--- config.mk ---
export PLATFORM = sky130hd
export DESIGN_NAME = lieat_exu_com_trapctrl
export DESIGN_NICKNAME = d
export VERILOG_FILES = /design/src/rtl/lieat_exu_com_trapctrl.sv
export SDC_FILE = /design/constraint.sdc
export NUM_CORES = 1
export LEC_CHECK = 0
export ABC_CLOCK_PERIOD_IN_PS = 5300
export CAP_MARGIN = 15
export CORE_ASPECT_RATIO = 2
export CORE_MARGIN = 5
export CORE_UTILIZATION = 35
export CTS_CLUSTER_SIZE = 24
export DETAILED_ROUTE_END_ITERATION = 12
export HOLD_SLACK_MARGIN = 0.12
export PLACE_DENSITY = 0.72
export SYNTH_ARGS = -nofsm -noshare
export SYNTH_HDL_FRONTEND = slang
export SYNTH_SLANG_ARGS = --single-unit
--- constraint.sdc ---
create_clock -name clk -period 5.3 [get_ports clk]
set_clock_uncertainty 0.05 [all_clocks]
set_input_delay 1.325 -clock clk [delete_from_list [all_inputs] [get_ports clk]]
set_output_delay 1.325 -clock clk [all_outputs]
set_load 0.005 [all_outputs]
--- src/rtl/lieat_exu_com_trapctrl.sv ---
// Arbitrates the machine-mode CSR port between trap entry, mret and EXU CSR instructions.
// CSR instructions complete in the accept cycle; trap redirects in cycle 5, mret in cycle 4.
// Lower-priority requesters see ready=0 while a higher source is valid or a sequence runs.
module lieat_exu_com_trapctrl #(
    parameter int XLEN = 32
) (
    input  logic            clk,
    input  logic            rstn,
    input  logic            csr_req_valid,
    output logic            csr_req_ready,
    input  logic            csr_req_write,
    input  logic            csr_req_read,
    input  logic [11:0]     csr_req_idx,
    input  logic [XLEN-1:0] csr_req_wdata,
    output logic [XLEN-1:0] csr_resp_rdata,
    input  logic            trap_valid,
    output logic            trap_ready,
    input  logic [XLEN-1:0] trap_cause,
    input  logic [XLEN-1:0] trap_pc,
    input  logic            mret_valid,
    output logic            mret_ready,
    output logic            csr_ena,
    output logic            csr_write,
    output logic            csr_read,
    output logic [11:0]     csr_idx,
    output logic [XLEN-1:0] csr_wdata,
    input  logic [XLEN-1:0] csr_rdata,
    output logic [11:0]     csr_idx2,
    output logic [XLEN-1:0] csr_wdata2,
    output logic            flush_valid,
    output logic [XLEN-1:0] flush_pc,
    output logic            busy
);

    typedef enum logic [3:0] {
        IDLE, T_RDST, T_WR, T_WRST, T_VEC, M_RDST, M_WRST, M_EPC, REDIR
    } state_t;

    localparam logic [11:0] CSR_MSTATUS = 12'h300;
    localparam logic [11:0] CSR_MTVEC   = 12'h305;
    localparam logic [11:0] CSR_MEPC    = 12'h341;
    localparam logic [11:0] CSR_MCAUSE  = 12'h342;

    state_t          r_state;
    logic [XLEN-1:0] r_cause;
    logic [XLEN-1:0] r_pc;
    logic [XLEN-1:0] r_mstatus;
    logic [XLEN-1:0] r_target;

    logic            w_idle;
    logic            w_csr_acc;
    logic [XLEN-1:0] w_trap_mst;
    logic [XLEN-1:0] w_mret_mst;

    // Gated by rstn so every output reads 0 while reset is held.
    assign w_idle        = rstn & (r_state == IDLE);
    assign trap_ready    = w_idle;
    assign mret_ready    = w_idle & ~trap_valid;
    assign csr_req_ready = w_idle & ~trap_valid & ~mret_valid;
    assign w_csr_acc     = csr_req_valid & csr_req_ready;
    assign busy          = (r_state != IDLE);

    always_comb begin
        w_trap_mst        = r_mstatus;
        w_trap_mst[7]     = r_mstatus[3];
        w_trap_mst[3]     = 1'b0;
        w_trap_mst[12:11] = 2'b11;
        w_mret_mst        = r_mstatus;
        w_mret_mst[3]     = r_mstatus[7];
        w_mret_mst[7]     = 1'b1;
        w_mret_mst[12:11] = 2'b11;
    end

    always_comb begin
        csr_ena        = 1'b0;
        csr_write      = 1'b0;
        csr_read       = 1'b0;
        csr_idx        = 12'h000;
        csr_wdata      = '0;
        csr_idx2       = 12'h000;
        csr_wdata2     = '0;
        csr_resp_rdata = '0;
        flush_valid    = 1'b0;
        flush_pc       = '0;
        case (r_state)
            IDLE: begin
                if (w_csr_acc) begin
                    csr_ena        = 1'b1;
                    csr_write      = csr_req_write;
                    csr_read       = csr_req_read;
                    csr_idx        = csr_req_idx;
                    csr_wdata      = csr_req_wdata;
                    csr_resp_rdata = csr_rdata;
                end
            end
            T_RDST, M_RDST: begin
                csr_ena  = 1'b1;
                csr_read = 1'b1;
                csr_idx  = CSR_MSTATUS;
            end
            T_WR: begin
                csr_ena    = 1'b1;
                csr_write  = 1'b1;
                csr_idx    = CSR_MCAUSE;
                csr_wdata  = r_cause;
                csr_idx2   = CSR_MEPC;
                csr_wdata2 = r_pc;
            end
            T_WRST: begin
                csr_ena   = 1'b1;
                csr_write = 1'b1;
                csr_idx   = CSR_MSTATUS;
                csr_wdata = w_trap_mst;
            end
            M_WRST: begin
                csr_ena   = 1'b1;
                csr_write = 1'b1;
                csr_idx   = CSR_MSTATUS;
                csr_wdata = w_mret_mst;
            end
            T_VEC: begin
                csr_ena  = 1'b1;
                csr_read = 1'b1;
                csr_idx  = CSR_MTVEC;
            end
            M_EPC: begin
                csr_ena  = 1'b1;
                csr_read = 1'b1;
                csr_idx  = CSR_MEPC;
            end
            REDIR: begin
                flush_valid = 1'b1;
                flush_pc    = r_target;
            end
            default: ;
        endcase
    end

    always_ff @(posedge clk or negedge rstn) begin
        if (!rstn) begin
            r_state   <= IDLE;
            r_cause   <= '0;
            r_pc      <= '0;
            r_mstatus <= '0;
            r_target  <= '0;
        end else begin
            case (r_state)
                IDLE: begin
                    if (trap_valid) begin
                        r_cause <= trap_cause;
                        r_pc    <= trap_pc;
                        r_state <= T_RDST;
                    end else if (mret_valid) begin
                        r_state <= M_RDST;
                    end
                end
                T_RDST: begin
                    r_mstatus <= csr_rdata;
                    r_state   <= T_WR;
                end
                T_WR:   r_state <= T_WRST;
                T_WRST: r_state <= T_VEC;
                T_VEC: begin
                    // Direct mode only: vectored mode bits are dropped.
                    r_target <= {csr_rdata[XLEN-1:2], 2'b00};
                    r_state  <= REDIR;
                end
                M_RDST: begin
                    r_mstatus <= csr_rdata;
                    r_state   <= M_WRST;
                end
                M_WRST: r_state <= M_EPC;
                M_EPC: begin
                    r_target <= {csr_rdata[XLEN-1:1], 1'b0};
                    r_state  <= REDIR;
                end
                default: r_state <= IDLE;
            endcase
        end
    end

endmodule

==> results of run 1 <==
cells by family after synthesis:
kind of cell    synth area share
simple gates               0.124
flops                      0.481
mux                        0.243
compound gates            0.0899
buf+inv                   0.0562
xor+xnor                 0.00504
other cells             0.000559
power groups by stage:
stage                     sequential [mW]  clock (mW)  combinational (mW)
after floorplan                      1.68           0                1.70
after global placement               1.83           0                2.69
after detailed placement             1.85           0                2.73
after CTS                            1.85        1.29                2.74
after global routing                 1.92        1.33                2.91
final                                1.85        1.26                2.69
state kept, by name, summed over array words and instances, names as in the netlist:
name	count
r_target	31
r_cause	32
r_pc	32
r_mstatus	30
r_state	4
area by class of cell:
type | instances | area [um^2] | share of cell area
antenna | 1 | 2.50 | 0.000238
clock buffer | 22 | 484 | 0.0461
clock inverter | 10 | 155 | 0.0148
inverter | 4 | 15.0 | 0.00143
multi-input combinational | 346 | 3190 | 0.303
sequential | 129 | 3230 | 0.307
tap | 255 | 319 | 0.0303
timing repair buffer | 315 | 3120 | 0.297
placed cells by master (no fill, tap or decap), types with 2 or more instances in the layout:
master             n
a21o_1             4
a21oi_1            5
a22oi_1           28
a32oi_1            2
and2_1            34
and3_1            69
buf_4             17
bufinv_16          4
clkbuf_16         17
clkbuf_8           4
clkdlybuf4s50_1  296
clkinv_2           4
clkinvlp_4         2
conb_1             9
dfrtp_1          128
inv_1              4
mux2_2            64
mux2_4            60
nand2_1            3
nand2b_1           2
nor2_1             4
nor2b_1            3
nor3_1             4
nor3_2             3
o2bb2ai_1         30
xnor2_1            2
cell usage after synthesis, types with 2 or more instances:
| master | instances |
|---|---|
| xnor2_1 | 2 |
| a21oi_1 | 5 |
| nor2b_1 | 3 |
| nand2b_1 | 3 |
| nand2_1 | 4 |
| o2bb2ai_1 | 30 |
| mux2_2 | 64 |
| buf_6 | 9 |
| clkbuf_1 | 25 |
| a32oi_1 | 2 |
| inv_1 | 4 |
| dfrtp_1 | 129 |
| mux2_4 | 60 |
| nor3_1 | 7 |
| a21o_1 | 4 |
| buf_2 | 12 |
| buf_4 | 13 |
| and2_1 | 35 |
| and3_1 | 69 |
| a22oi_1 | 28 |
| nor2_1 | 5 |
stage by stage:
stage,util,power [mW]
2_1_floorplan,-,3.38
3_3_place_gp,0.524,4.52
3_5_place_dp,0.524,4.58
4_1_cts,0.558,5.88
5_1_grt,0.558,6.16
6_report,0.558,5.80
routing by layer:
layer / track usage / routed length, um / part of all wire / vias to the layer above
met3: 0.0493 / 1290 / 0.056 / 26
met2: 0.380 / 12700 / 0.55 / 201
li1: - / - / - / 2489
met1: 0.239 / 8620 / 0.37 / 2697
met5: 0 / 13 / 0.00056 / -
met4: 0.0790 / 503 / 0.022 / 2
worst paths after layout:
kind,start,endpoint,depth (start not counted)
worst max-delay path,trap_valid,csr_wdata[8],6
worst min-delay path,r_target[14],r_target[14],1
worst max register to register,r_state[0],r_cause[19],5
worst min register to register,r_target[14],r_target[14],1
max in group asynchronous,rstn,r_state[3],2
min in group asynchronous,rstn,r_state[2],1
==> results.yml, run 1 <==
placement:
  place_area_um2: 9870
  place_ws_ns: 0.469
  dp_hpwl_um: 16700
  dp_cells: 1049
  io_buffer_count: 297
  gp_congestion: 0.794
die:
  placementRows: 71
  die-area_um2: 22200
  ios: 307
  fp.coreArea_um2: 18800
  die_y_um: 206
  start_util: 0.356
  die_w_um: 108
synth:
  synth_cells: 532
  ys_seq_area_frac: 0.481
  ys_async_sr_fraction: 1.00
  synth-seq-cells: 129
  yosysTopAreaCell: "dfrtp_1"
  synth_area_um2: 6710
  synth_warnings: 0
  yosys.area.top_type_share: 0.481
  ys_top_cells_by_area: "dfrtp_1 (48%), mux2_4 (13%), mux2_2 (11%), and3_1 (6.4%), o2bb2ai_1 (3.9%)"
  synth_edf_count: 0
  ys.flop_type: "dfrtp_1"
  yosysUniqueCellTypes: 40
  syn_area_per_cell_um2: 12.6
pwr:
  combPwrFrac: 0.464
  leakage_nw: 4.67
  switching_power_mw: 1.88
  clock_power_share: 0.217
  internal_power_mw: 3.92
  seq_power_share: 0.319
  power.density_nw_per_um2: 552
  ir_worst_vdd_mv: 0.287
  switching_share: 0.324
grt:
  grt_usage: 0.211
  antenna_found_initial: 2
  grt_max_degree: 72
  grt_pass1_wl_um: 35400
  grt_pass1_vias: 5983
  overflow: 0
detailed_routing:
  via_per_inst: 5.00
  firstDrtPassIters: 4
  vias: 5415
  ant_nets: 0
  drcViolationCount: 0
  wl_per_cell_um: 21.4
  dr.first_iter.drc_count: 172
  wl_um: 23100
setup_path:
  cpMostUsedCell: "clkdlybuf4s50_1"
  worst_path_max_delay_cell: "clkdlybuf4s50_1"
  cp_cell_sequence: "clkdlybuf4s50_1 -> nor4bb_4 -> and2_2 -> buf_12 -> o2bb2ai_1 -> clkdlybuf4s50_1"
  worstPathMaxFanout: 35
  critPathTopFamily: "buffers and inverters"
  r2r_setup_slack_ns: 1.96
  start_kind: "input port"
  cp.required_ns: 3.92
  end_kind: "primary output"
  crit_buf_inv: 3
  max_stage_delay_ns: 0.54
  cp.arrival_ns: 3.45
  criticalPathCategory: "input port to primary output"
timing:
  hold_viol_final: 0
  holdWs_ns: 0.447
  relSlewSlack: 0.348
  rsz0062_at_grt: "no"
  worst_pin_slew_ns: 0.979
  min_period_ns: 4.82
  finalSetupViolations: 0
  fin_ws_ns: 0.476
  timing.fmax_ghz: 0.207
  setup_tns_ns: 0
  report.final.slew_viol_count: 0
  finalCritPeriodShare: 0.910
clock_network:
  clock_sinks: 129
  cts_root_buffer: "clkbuf_16"
  cts_buffers: 17
  clockBufferDepth: 2
  cts.repair.resized: 0
  cts.clk_slew.worst_paths_ns: 0.05
  cts_setup_buffers: 0
  hold_buffers: 0
  clk_latency_ns: 0.42
  cts_tree: "built"
  htreeDepth: 4
outcome:
  status: "finished, final reports clean"
final_layout:
  stdcell_area_um2: 10500
  n_fill_cell: 1609
  syn2layout_area_growth_pct: 56.8
  finalNonFillerCells: 1082
  drive_gt1_frac: 0.228
  finalNetCount: 960
run:
  maxCapViolCount: 0
hold_path:
  min_path_type: "flop to flop"
Note: power is estimated with default switching activity, not from simulation.
==> run 2, diff against run 1 <==
DONT_BUFFER_PORTS = 1   (was unset)
PLACE_DENSITY = 0.51   (was 0.72)
==> results.yml, run 2 (synthesized netlist as in run 1, its figures left out) <==
outcome:
  status: "finished, final reports clean"
run:
  maxCapViolCount: 0
timing:
  worst_pin_slew_ns: 1.03
  report.final.slew_viol_count: 0
  rsz0062_at_grt: "no"
  min_period_ns: 4.29
  holdWs_ns: 0.447
  timing.fmax_ghz: 0.233
  setup_tns_ns: 0
  hold_viol_final: 0
  finalCritPeriodShare: 0.809
  finalSetupViolations: 0
  relSlewSlack: 0.314
detailed_routing:
  via_per_inst: 5.65
  drcViolationCount: 0
  ant_nets: 0
  vias: 4384
  wl_um: 20400
  wl_per_cell_um: 26.2
  dr.first_iter.drc_count: 308
  firstDrtPassIters: 4
hold_path:
  min_path_type: "flop to flop"
die:
  die_w_um: 108
  fp.coreArea_um2: 18800
  start_util: 0.356
  ios: 307
  placementRows: 71
  die_y_um: 206
  die-area_um2: 22200
clock_network:
  clk_latency_ns: 0.41
  cts_root_buffer: "clkbuf_16"
  hold_buffers: 0
  cts_setup_buffers: 0
  clock_sinks: 129
  clockBufferDepth: 2
  htreeDepth: 4
  cts.repair.resized: 0
  cts.clk_slew.worst_paths_ns: 0.06
  cts_tree: "built"
  cts_buffers: 17
placement:
  gp_congestion: 0.748
  io_buffer_count: 0
  dp_hpwl_um: 13800
pwr:
  power.density_nw_per_um2: 687
  ir_worst_vdd_mv: 0.272
  leakage_nw: 3.53
grt:
  grt_pass1_wl_um: 30000
  overflow: 0
  grt_usage: 0.180
  grt_max_degree: 133
  antenna_found_initial: 1
  grt_pass1_vias: 4755
final_layout:
  syn2layout_area_growth_pct: 11.3
  finalNetCount: 654
  drive_gt1_frac: 0.337
  final_cell_mix: "dfrtp_1 (129), and3_1 (69), mux2_2 (64)"
  final_common_cell: "dfrtp_1"
  reg_top3: "r_cause: 32 flops, r_pc: 32 flops, r_target: 31 flops"
setup_path:
  criticalPathCategory: "flop to primary output"
  cp.required_ns: 3.92
  cp.arrival_ns: 2.91
  start_kind: "flop"
  worstPathMaxFanout: 42
  end_kind: "primary output"
==> run 2: changes by cell type in the layout (fill, tap and decap cells not counted), moves of 2 or more <==
| cell | before | now |
|---|---|---|
| buf_4 | 17 | 9 |
| clkbuf_1 | 1 | 3 |
| clkbuf_8 | 4 | 2 |
| clkdlybuf4s50_1 | 296 | 0 |
==> run 2: worst paths after layout <==
path / startpoint / endpoint / slack (ns) / depth (start not counted)
max in group asynchronous: rstn / r_cause[12] / 4.50 / 0
min in group asynchronous: rstn / r_pc[12] / 0.56 / 0
worst max register to register: r_state[2] / r_pc[25] / 2.26 / 5
worst max-delay path: r_state[1] / csr_read / 1.01 / 4
worst min-delay path: r_pc[24] / r_pc[24] / 0.45 / 1
worst min register to register: r_pc[24] / r_pc[24] / 0.45 / 1
==> run 2: report_power, final <==
part	internal (mW)	leakage [nW]	switching (mW)
Combinational	1.02	1.69	1.00
Sequential	1.50	1.53	0.321
Clock	0.859	0.314	0.426
==> run 2: per-layer routing <==
layer / vias to the layer above / share of wire / GRT usage
li1: 1860 / - / -
met1: 2278 / 0.37 / 0.208
met2: 230 / 0.54 / 0.313
met3: 16 / 0.070 / 0.0518
met4: 0 / 0.017 / 0.0659
met5: - / 0 / 0
==> run 2: worst max-delay path: stages, from the launching register on <==
cell and delay (ns):
dfrtp_1 0.58, nor4_4 0.34, buf_4 0.46, and2_2 0.83, a211o_1 0.25
==> run 2: layout make-up <==
| cell class | count | area [um^2] |
|---|---|---|
| Antenna cell | 1 | 2.50 |
| Clock buffer | 22 | 464 |
| Clock inverter | 10 | 181 |
| Fill cell | 1849 | 11400 |
| Inverter | 4 | 15.0 |
| Multi-Input combinational cell | 346 | 3190 |
| Sequential cell | 129 | 3230 |
| Tap cell | 255 | 319 |
| Timing Repair Buffer | 9 | 67.6 |
==> run 2: per-stage QoR <==
step	area, um^2	setup WS [ns]	power [mW]	instances	utilization
6_report	7460	1.01	5.13	776	0.396
5_1_grt	7460	0.814	5.44	776	0.396
4_1_cts	7460	0.985	5.20	775	0.396
2_1_floorplan	6740	1.54	3.38	540	-
3_5_place_dp	6820	1.26	3.88	743	0.362
3_3_place_gp	6820	1.32	3.81	743	0.362
==> run 3, diff against run 2 <==
ABC_CLOCK_PERIOD_IN_PS = 3800   (was 5300)
PLACE_DENSITY = 0.53   (was 0.51)
clock period = 3.8 ns   (was 5.3 ns; I/O delays follow)
==> results.yml, run 3 (synthesized netlist as in run 1, its figures left out) <==
clock_network:
  htreeDepth: 4
  cts_setup_buffers: 0
  cts.repair.resized: 0
  hold_buffers: 0
  clock_sinks: 129
  clockBufferDepth: 2
  cts_buffers: 17
  cts_root_buffer: "clkbuf_16"
  cts_tree: "built"
  cts.clk_slew.worst_paths_ns: 0.06
  clk_latency_ns: 0.41
placement:
  gp_congestion: 0.773
  io_buffer_count: 0
  place_ws_ns: 0.664
  dp_cells: 749
  place_area_um2: 6900
  dp_hpwl_um: 14900
timing:
  report.final.slew_viol_count: 0
  worst_pin_slew_ns: 0.818
  setup_tns_ns: 0
  finalSetupViolations: 0
  finalCritPeriodShare: 0.886
  timing.fmax_ghz: 0.297
  hold_viol_final: 0
  rsz0062_at_grt: "no"
  holdWs_ns: 0.188
  fin_ws_ns: 0.434
  relSlewSlack: 0.455
  min_period_ns: 3.37
final_layout:
  syn2layout_area_growth_pct: 12.2
  seq_area_um2: 3230
  reg_top3: "r_cause: 32 flops, r_pc: 32 flops, r_target: 31 flops"
  finalNetCount: 660
  finalNonFillerCells: 788
  drive_gt1_frac: 0.346
  stdcell_area_um2: 7530
  multi_input_area_um2: 3190
  final_common_cell: "dfrtp_1"
  utilization: 0.400
  final_cell_mix: "dfrtp_1 (128), and3_1 (69), mux2_2 (64)"
  n_fill_cell: 1869
setup_path:
  end_kind: "primary output"
  start_kind: "flop"
  cp.arrival_ns: 2.37
  max_stage_delay_ns: 0.67
  worst_path_max_delay_cell: "dfrtp_1"
  cp.required_ns: 2.80
  criticalPathCategory: "flop to primary output"
  worstPathMaxFanout: 23
  cp_cell_sequence: "nor4_4 -> buf_4 -> inv_1 -> nor3b_1 -> nor2b_1"
grt:
  grt_pass1_vias: 4890
  grt_pass1_wl_um: 30500
  grt_max_degree: 133
  overflow: 0
  grt_usage: 0.186
  antenna_found_initial: 7
detailed_routing:
  dr.first_iter.drc_count: 166
  firstDrtPassIters: 4
  via_per_inst: 5.63
  drcViolationCount: 0
  vias: 4437
  wl_per_cell_um: 26.5
  ant_nets: 0
  wl_um: 20900
outcome:
  status: "finished, final reports clean"
pwr:
  power.density_nw_per_um2: 944
  leakage_nw: 3.54
  ir_worst_vdd_mv: 0.562
  total_power_mw: 7.11
run:
  maxCapViolCount: 0
die:
  ios: 307
  start_util: 0.356
  die_y_um: 206
  die_w_um: 108
  die-area_um2: 22200
  placementRows: 71
  fp.coreArea_um2: 18800
hold_path:
  min_path_type: "input port to asynchronous set/reset pin"
run 3: cell types whose count changed in the layout (fill, tap and decap cells not counted):
cell	previous run	this run
buf_12	0	3
buf_4	9	12
bufinv_16	5	3
clkbuf_8	2	3
clkinv_2	3	2
clkinv_4	1	0
clkinvlp_4	1	4
dfrtp_1	129	128
dfrtp_2	0	1
diode_2	1	7
run 3: metal layers:
layer / track usage / vias up / wire (um)
met5: 0 / - / 0
li1: - / 1880 / -
met2: 0.326 / 214 / 11400
met4: 0.105 / 0 / 692
met3: 0.0496 / 39 / 1320
met1: 0.197 / 2304 / 7450
run 3: final timing paths:
path	endpoint	slack, ns	depth (start not counted)	start
worst max register to register	r_pc[26]	1.22	5	r_state[2]
worst min register to register	r_pc[14]	0.45	1	r_pc[14]
worst min-delay path	r_target[14]	0.19	0	rstn
worst max-delay path	csr_req_ready	0.43	5	r_state[2]
max in group asynchronous	r_target[29]	3.34	0	rstn
min in group clk	r_pc[14]	0.45	1	r_pc[14]
run 3: critical path: cells and delay by family (launching register included):
kind | cells | cell delay, ns
and+or+nand+nor | 3 | 0.83
buffers and inverters | 2 | 0.44
DFF | 1 | 0.67
run 3: layout make-up:
cell class | count | area share
Timing Repair Buffer | 15 | 0.0200
Clock inverter | 9 | 0.0173
Inverter | 4 | 0.00200
Clock buffer | 23 | 0.0635
Tap cell | 255 | 0.0424
Antenna cell | 7 | 0.00233
Multi-Input combinational cell | 346 | 0.423
Sequential cell | 129 | 0.429
run 3: where the power goes:
| part | switching, mW | leakage, nW | internal, mW |
|---|---|---|---|
| clock | 0.589 | 0.285 | 1.08 |
| combinational | 1.42 | 1.73 | 1.48 |
| sequential | 0.441 | 1.52 | 2.09 |
